===== config.mk =====
export PLATFORM = sky130hd
export DESIGN_NAME = multicycle_ctrl
export DESIGN_NICKNAME = d
export VERILOG_FILES = /design/src/rtl/multicycle_ctrl.sv
export SDC_FILE = /design/constraint.sdc
export NUM_CORES = 1
export LEC_CHECK = 0
export CAP_MARGIN = 20
export CORE_AREA = 4 4 41 43
export DETAILED_ROUTE_END_ITERATION = 10
export DIE_AREA = 0 0 45 47
export DONT_BUFFER_PORTS = 1
export PLACE_DENSITY = 0.67
export SLEW_MARGIN = 0
export SYNTH_ARGS = -nofsm -noshare
export SYNTH_HDL_FRONTEND = slang
export SYNTH_SLANG_ARGS = --single-unit

===== constraint.sdc =====
create_clock -name Clk -period 1.5 [get_ports Clk]
set_input_delay 0.15 -clock Clk [delete_from_list [all_inputs] [get_ports Clk]]
set_output_delay 0.15 -clock Clk [all_outputs]
set_load 0.02 [all_outputs]

===== src/rtl/multicycle_ctrl.sv =====
// Multicycle control FSM: steps each instruction through fetch, decode, execute,
// memory and write-back, handshaking with the memory stage on every access.
module multicycle_ctrl #(
    parameter logic [3:0] ALU_ADD = 4'b0000,
    parameter logic [3:0] ALU_SUB = 4'b0001,
    parameter logic [3:0] ALU_AND = 4'b0010,
    parameter logic [3:0] ALU_OR  = 4'b0011
) (
    input  logic        Clk,
    input  logic        Reset,
    input  logic [31:0] Instr,
    input  logic        ALU_zero,
    input  logic        Mem_Ack,
    output logic        Mem_Req,
    output logic        Mem_WrEn,
    output logic        IR_WrEn,
    output logic        PC_LdEn,
    output logic        PC_sel,
    output logic        RF_WrEn,
    output logic        RF_WrData_sel,
    output logic        RF_B_sel,
    output logic        ALU_Bin_sel,
    output logic [3:0]  ALU_func,
    output logic        Instr_done,
    output logic        Illegal
);

    localparam logic [5:0] OP_R    = 6'b100000;
    localparam logic [5:0] OP_ADDI = 6'b110000;
    localparam logic [5:0] OP_ANDI = 6'b110010;
    localparam logic [5:0] OP_ORI  = 6'b110011;
    localparam logic [5:0] OP_LW   = 6'b001111;
    localparam logic [5:0] OP_SW   = 6'b011111;
    localparam logic [5:0] OP_BEQ  = 6'b000000;
    localparam logic [5:0] OP_B    = 6'b111111;

    typedef enum logic [3:0] {
        FETCH, DECODE, EXEC_R, EXEC_I, WB_ALU, MEM_ADDR,
        MEM_RD, WB_MEM, MEM_WR, EXEC_BR, BR_TAKE
    } state_t;

    state_t     state, next_state;
    logic       illegal_q;
    logic [5:0] opcode;
    logic       is_r, is_i, is_lw, is_sw, is_beq, is_b, is_bad;
    logic [3:0] i_func;
    logic       unused_instr_bits;

    assign opcode            = Instr[31:26];
    assign unused_instr_bits = ^Instr[25:4];

    assign is_r   = (opcode == OP_R);
    assign is_i   = (opcode == OP_ADDI) || (opcode == OP_ANDI) || (opcode == OP_ORI);
    assign is_lw  = (opcode == OP_LW);
    assign is_sw  = (opcode == OP_SW);
    assign is_beq = (opcode == OP_BEQ);
    assign is_b   = (opcode == OP_B);
    assign is_bad = !(is_r || is_i || is_lw || is_sw || is_beq || is_b);

    always_comb begin
        i_func = ALU_ADD;
        if (opcode == OP_ANDI)
            i_func = ALU_AND;
        else if (opcode == OP_ORI)
            i_func = ALU_OR;
    end

    always_ff @(posedge Clk) begin
        if (Reset) begin
            state     <= FETCH;
            illegal_q <= 1'b0;
        end else begin
            state <= next_state;
            if (state == DECODE && is_bad)
                illegal_q <= 1'b1;
        end
    end

    always_comb begin
        next_state = state;
        unique case (state)
            FETCH:    if (Mem_Ack) next_state = DECODE;
            DECODE: begin
                if (is_r)                next_state = EXEC_R;
                else if (is_i)           next_state = EXEC_I;
                else if (is_lw || is_sw) next_state = MEM_ADDR;
                else if (is_beq)         next_state = EXEC_BR;
                else if (is_b)           next_state = BR_TAKE;
                else                     next_state = FETCH;
            end
            EXEC_R:   next_state = WB_ALU;
            EXEC_I:   next_state = WB_ALU;
            WB_ALU:   next_state = FETCH;
            MEM_ADDR: next_state = is_lw ? MEM_RD : MEM_WR;
            MEM_RD:   if (Mem_Ack) next_state = WB_MEM;
            WB_MEM:   next_state = FETCH;
            MEM_WR:   if (Mem_Ack) next_state = FETCH;
            EXEC_BR:  next_state = ALU_zero ? BR_TAKE : FETCH;
            BR_TAKE:  next_state = FETCH;
            default:  next_state = FETCH;
        endcase
    end

    // Reset forces every output low combinationally, so an in-flight request drops at once.
    always_comb begin
        Mem_Req       = 1'b0;
        Mem_WrEn      = 1'b0;
        IR_WrEn       = 1'b0;
        PC_LdEn       = 1'b0;
        PC_sel        = 1'b0;
        RF_WrEn       = 1'b0;
        RF_WrData_sel = 1'b0;
        RF_B_sel      = 1'b0;
        ALU_Bin_sel   = 1'b0;
        ALU_func      = '0;
        Instr_done    = 1'b0;
        Illegal       = 1'b0;
        if (!Reset) begin
            RF_B_sel = is_sw || is_beq;
            Illegal  = illegal_q;
            unique case (state)
                FETCH: begin
                    Mem_Req = 1'b1;
                    IR_WrEn = Mem_Ack;
                end
                DECODE: begin
                    PC_LdEn    = 1'b1;
                    Instr_done = is_bad;
                end
                EXEC_R:   ALU_func = Instr[3:0];
                EXEC_I: begin
                    ALU_Bin_sel = 1'b1;
                    ALU_func    = i_func;
                end
                WB_ALU: begin
                    ALU_func   = is_r ? Instr[3:0] : i_func;
                    RF_WrEn    = 1'b1;
                    Instr_done = 1'b1;
                end
                MEM_ADDR: begin
                    ALU_Bin_sel = 1'b1;
                    ALU_func    = ALU_ADD;
                end
                MEM_RD: begin
                    Mem_Req     = 1'b1;
                    ALU_Bin_sel = 1'b1;
                    ALU_func    = ALU_ADD;
                end
                WB_MEM: begin
                    RF_WrEn       = 1'b1;
                    RF_WrData_sel = 1'b1;
                    Instr_done    = 1'b1;
                end
                MEM_WR: begin
                    Mem_Req    = 1'b1;
                    Mem_WrEn   = 1'b1;
                    Instr_done = Mem_Ack;
                end
                EXEC_BR: begin
                    ALU_func   = ALU_SUB;
                    Instr_done = !ALU_zero;
                end
                BR_TAKE: begin
                    PC_LdEn    = 1'b1;
                    PC_sel     = 1'b1;
                    Instr_done = 1'b1;
                end
                default: ;
            endcase
        end
    end

endmodule

Word level (Yosys, flattened, before mapping):

Index checks and enable logic that the tools add are counted.

* flip-flop bits (word level): 5
* input port bits: 36
* output and inout port bits: 15
* word-level logic and storage cells: 79

* equality and inequality tests: 20
* multiplexer cells: 36
* reductions and logical operators: 21

Operators with widths (number)
* 4-bit two-way mux: 12
* 6-bit == test (second input constant): 5
* 4-bit one-hot mux with 7 select lines: 1
* 1-bit two-way mux: 19
* 4-bit by 3-bit == test with 1-bit output (second input constant): 4
* 4-bit one-hot mux with 4 select lines: 1
* 4-bit == test (second input constant): 3
* 1-bit logical OR: 9
* 3-bit OR reduction: 3
* 4-bit by 2-bit == test with 1-bit output (second input constant): 2
* 6-bit by 4-bit == test with 1-bit output (second input constant): 1
* 6-bit by 5-bit == test with 1-bit output (second input constant): 1
* 6-bit logical NOT: 1
* 2-bit inequality test (second input constant): 3
* 2-bit OR reduction: 3
* 4-bit by 1-bit == test with 1-bit output (second input constant): 1
* 4-bit logical NOT: 1
* 2-bit two-way mux: 2
* 1-bit one-hot mux with 4 select lines: 1
* 3-bit AND reduction: 1
* 1-bit logical NOT: 2
* 1-bit logical AND: 1

Logic depth before layout (Yosys ltp):

* depth after elaboration: 11
* gate-level depth with buffers: 5
* depth with buffers taken out: 4

Least setup slack after synthesis:

Ideal clock, no wire load.

* path kind: register to output
* from: register state[1]
* to: output ALU_Bin_sel
* data arrival time: 1858 ps
* setup slack: -508 ps
* cell stages (with the launch flop): 4
* buffers on the path: 1
* cells stage by stage: dfxtp_1 clkbuf_1 a21oi_1 a2111oi_0

* cells in the longest elaborated chain, start to end: 4

Ends and longest elaborated chain
* start, declared: RTL line 42 `state_t state, next_state;`
* start signal, assigned: RTL line 73 `state <= next_state;`
* 4-bit by 2-bit == test with 1-bit output / 4-bit by 3-bit == test with 1-bit output (equally long branches): RTL line 121 `unique case (state)`
* 3-bit OR reduction (no source line) *
* 1-bit two-way mux *: RTL line 121
* 1-bit two-way mux *: RTL line 118 `if (!Reset) begin`
* end, declared: RTL line 22 `output logic ALU_Bin_sel,`

Every way passes the cells marked *; elsewhere a longest branch is shown, timed or not.

Final worst setup path:

* from: register state[2]
* to: output ALU_func[1]

* cells in the longest elaborated chain, start to end: 3

Ends and longest elaborated chain
* 4-bit == test, or another cell as far along: RTL line 121
* 4-bit one-hot mux with 4 select lines *: RTL line 121
* 4-bit two-way mux *: RTL line 118
* end, declared: RTL line 23 `output logic [3:0] ALU_func,`

Marked as above.

==> summary.txt <==
share of the synthesized area in the top cell type = 0.148
total power density per cell area = 414 mW/mm^2
residual overflow from global routing = 0
violations in the final reports = negative setup slack
outcome = complete, but fails checks
largest area contributor in the netlist = sky130_fd_sc_hd__dfxtp_1
area growth from synthesis to layout = 46.2%
post-route worst setup slack = -0.209 ns
number of flops mapped to enable cells by yosys = 0
Worst Max-Slew Pin Slew = 0.416 ns
Cell Int Power = 0.289 mW
relative contribution of the clock network to total power = 0.387
Area contributors post-synth = sky130_fd_sc_hd__dfxtp_1 15%, sky130_fd_sc_hd__and3_1 6.5%, sky130_fd_sc_hd__nor2b_1 6.5%
area of the die = 0.00212 mm^2
Switching Power = 0.119 mW
Min Hold Slack = 0.0266 ns
total of max-cap violations = 0
total negative slack for setup checks = -0.941 ns
Clk Tree Root Cell = sky130_fd_sc_hd__clkbuf_4
standby leakage power = 0.363 nW
final core utilization = 0.758
first-pass iteration count of the detailed router = 4
height of the chip = 47 um
Fill cells = 99
global-route usage over all layers = 0.213
Die W = 45 um
Slew Limit Headroom = 0.716
worst setup slack before clock tree synthesis = 0.0469 ns
pin count of the biggest net entering global routing = 17
mapped cell area = 674 um^2
most utilized layer in the global route result = met2
count of H-tree levels built during CTS = 1
maximum clock rate = 585 MHz
final max-slew violation count = 0
antenna-violating nets left = 0
Routed WL = 2280 um
critical path start-end classification = flop to output pin
antenna cell count = 0
DR WL/cell = 17.2 um
crit path launch type = flop
final setup vio count = 7
setup repair after global routing missed its margin = true
number of buffer cells added on primary ports = 0
via count of the routed design = 840
Clock Latency Late Sink = 0.24 ns
CTS clock-pin slew for the worst setup and hold paths = 0.05 ns
final instance area = 986 um^2
initial core utilization = 0.518
gate count after technology mapping = 100
dominant synthesized flop cell = sky130_fd_sc_hd__dfxtp_1
Yosys warning total = 0
fraction of power consumed by sequential logic = 0.348
Post-Syn Nets = 136
worst reg2reg path depth = 4
crit share post-route = 1.14
endpoint kind of the worst setup timing path = output pin
I/O pin count = 51
relative contribution of combinational cells to total power = 0.265
fraction of final layout cells with drive strength greater than 1 = 0.402
number of cells on the worst hold path = 1
placed inst area = 803 um^2
via count of the first global-routing pass = 769
Synth Register Bits = 5
most frequent cells after synthesis = 11 x sky130_fd_sc_hd__nor2_1, 8 x sky130_fd_sc_hd__a21oi_1, 7 x sky130_fd_sc_hd__and3_1, 7 x sky130_fd_sc_hd__nor2b_1, 5 x sky130_fd_sc_hd__dfxtp_1
final weighted congestion in routability-driven placement = 0.871
count of unresolved DRC violations after routing = 0
clock tree from TritonCTS = done
met1 Use GR = 0.251
clock tree sinks = 5
initial antenna violation count = 0
Final Hold Violating Endpoints = 0
fraction of registers with async set or reset after synthesis = 0
highest net fanout along the worst path = 2
sequential fraction of the synthesis area = 0.148
Distinct cells, synth = 37
IR drop worst, VDD = 0.693 mV
met3 Use GR = 0.0651
met2 GRT Util = 0.387
final worst path period need = 1.71 ns
switch share = 0.291
synthesized area per cell = 6.74 um^2
count of routing violations after the opening detailed-route iteration = 9
area inside the core boundary = 0.00130 mm^2
most repeated cell in the gate-level netlist after synthesis = sky130_fd_sc_hd__nor2_1
Detail Placement HPWL = 1500 um
placement row count = 13
global-route wire length before repair = 3350 um
total clock buffers created by CTS = 3
total number of nets in the final design = 154
ratio of routed vias to standard cells = 6.36
WP data arrival = 1.56 ns
worst path required time = 1.35 ns
largest buffer count on any clock path = 2
Hold Crit Class = primary input to flop
worst clock skew = 0.00973 ns
[critical path, cell delays in order (launching register included)]
cell	delay [ns]
sky130_fd_sc_hd__dfxtp_2	0.34
sky130_fd_sc_hd__or3b_4	0.41
sky130_fd_sc_hd__a21oi_4	0.18
sky130_fd_sc_hd__o21bai_2	0.11
sky130_fd_sc_hd__a21oi_2	0.12
sky130_fd_sc_hd__buf_4	0.15
[per-layer routing]
layer  up-vias  wire (um)
li1        416          -
met1       394        875
met2        28       1240
met3         2        148
met4         0         13
met5         -          0
[logic make-up after synthesis]
family,share of synthesized area
AOI/OAI and AO/OA,0.312
buffers and inverters,0.0501
and+or+nand+nor,0.464
xor gates and xnor gates,0.0260
DFF,0.148
[repair_timing]
action / 4_1_cts / 5_1_grt
endpoints found under the hold margin: 2 / 0
pin swaps: 3 / 3
hold buffers: 1 / 0
resized for setup: 20 / 13
endpoints found under the setup margin: 8 / 11
buffers inserted: 0 / 2
[cell usage in the layout (no fill, tap or decap), drive strengths merged]
master,count
nor2b,7
inv,2
a31oi,2
and4b,2
o21ai,4
o2111ai,1
a21oi,8
buf,18
or3,1
and2,3
o21ba,1
a41o,1
o21a,2
o21bai,2
nand2,4
nand4,3
a22oi,1
nor4,2
nor3,3
a2bb2oi,1
or3b,1
o22ai,1
and3,7
a2111oi,3
o31ai,1
or4b,1
nor2,11
dlygate4sd3,1
dfxtp,5
clkbuf,4
or2,2
o211ai,3
nand3,2
nand2b,3
xnor2,2
nand3b,1
nor4bb,1
[final timing paths]
kind | slack [ns] | start | to
worst max-delay path | -0.21 | state[2]$_SDFFE_PP0P_ | ALU_func[1]
worst min-delay path | 0.03 | Reset | state[1]$_SDFFE_PP0P_
worst max register to register | 0.17 | state[0]$_SDFFE_PP0P_ | state[3]$_SDFFE_PP0P_
worst min register to register | 0.63 | state[2]$_SDFFE_PP0P_ | state[2]$_SDFFE_PP0P_
[area by class of cell]
type	instances	area, um^2	area share
Inverter	2	7.51	0.00761
Tap cell	15	18.8	0.0190
Timing Repair Buffer	19	160	0.162
Multi-Input combinational cell	87	669	0.679
Sequential cell	5	104	0.105
Clock buffer	4	26.3	0.0266
[metrics by stage]
step | cells | total power [mW]
2_1_floorplan | 100 | 0.215
3_3_place_gp | 125 | 0.232
3_5_place_dp | 125 | 0.233
4_1_cts | 130 | 0.402
5_1_grt | 132 | 0.437
6_report | 132 | 0.408
[power groups by stage]
stage	logic, mW	registers [mW]	clock network (mW)
5_1_grt	0.117	0.142	0.178
4_1_cts	0.0991	0.141	0.162
3_5_place_dp	0.0902	0.143	0
3_3_place_gp	0.0887	0.143	0
2_1_floorplan	0.0723	0.143	0
6_report	0.108	0.142	0.158
[sequential cells by signal (all words and copies together), names as in the netlist]
signal and count:
illegal_q 1, state 4
Note: power is estimated with default switching activity, not from simulation.
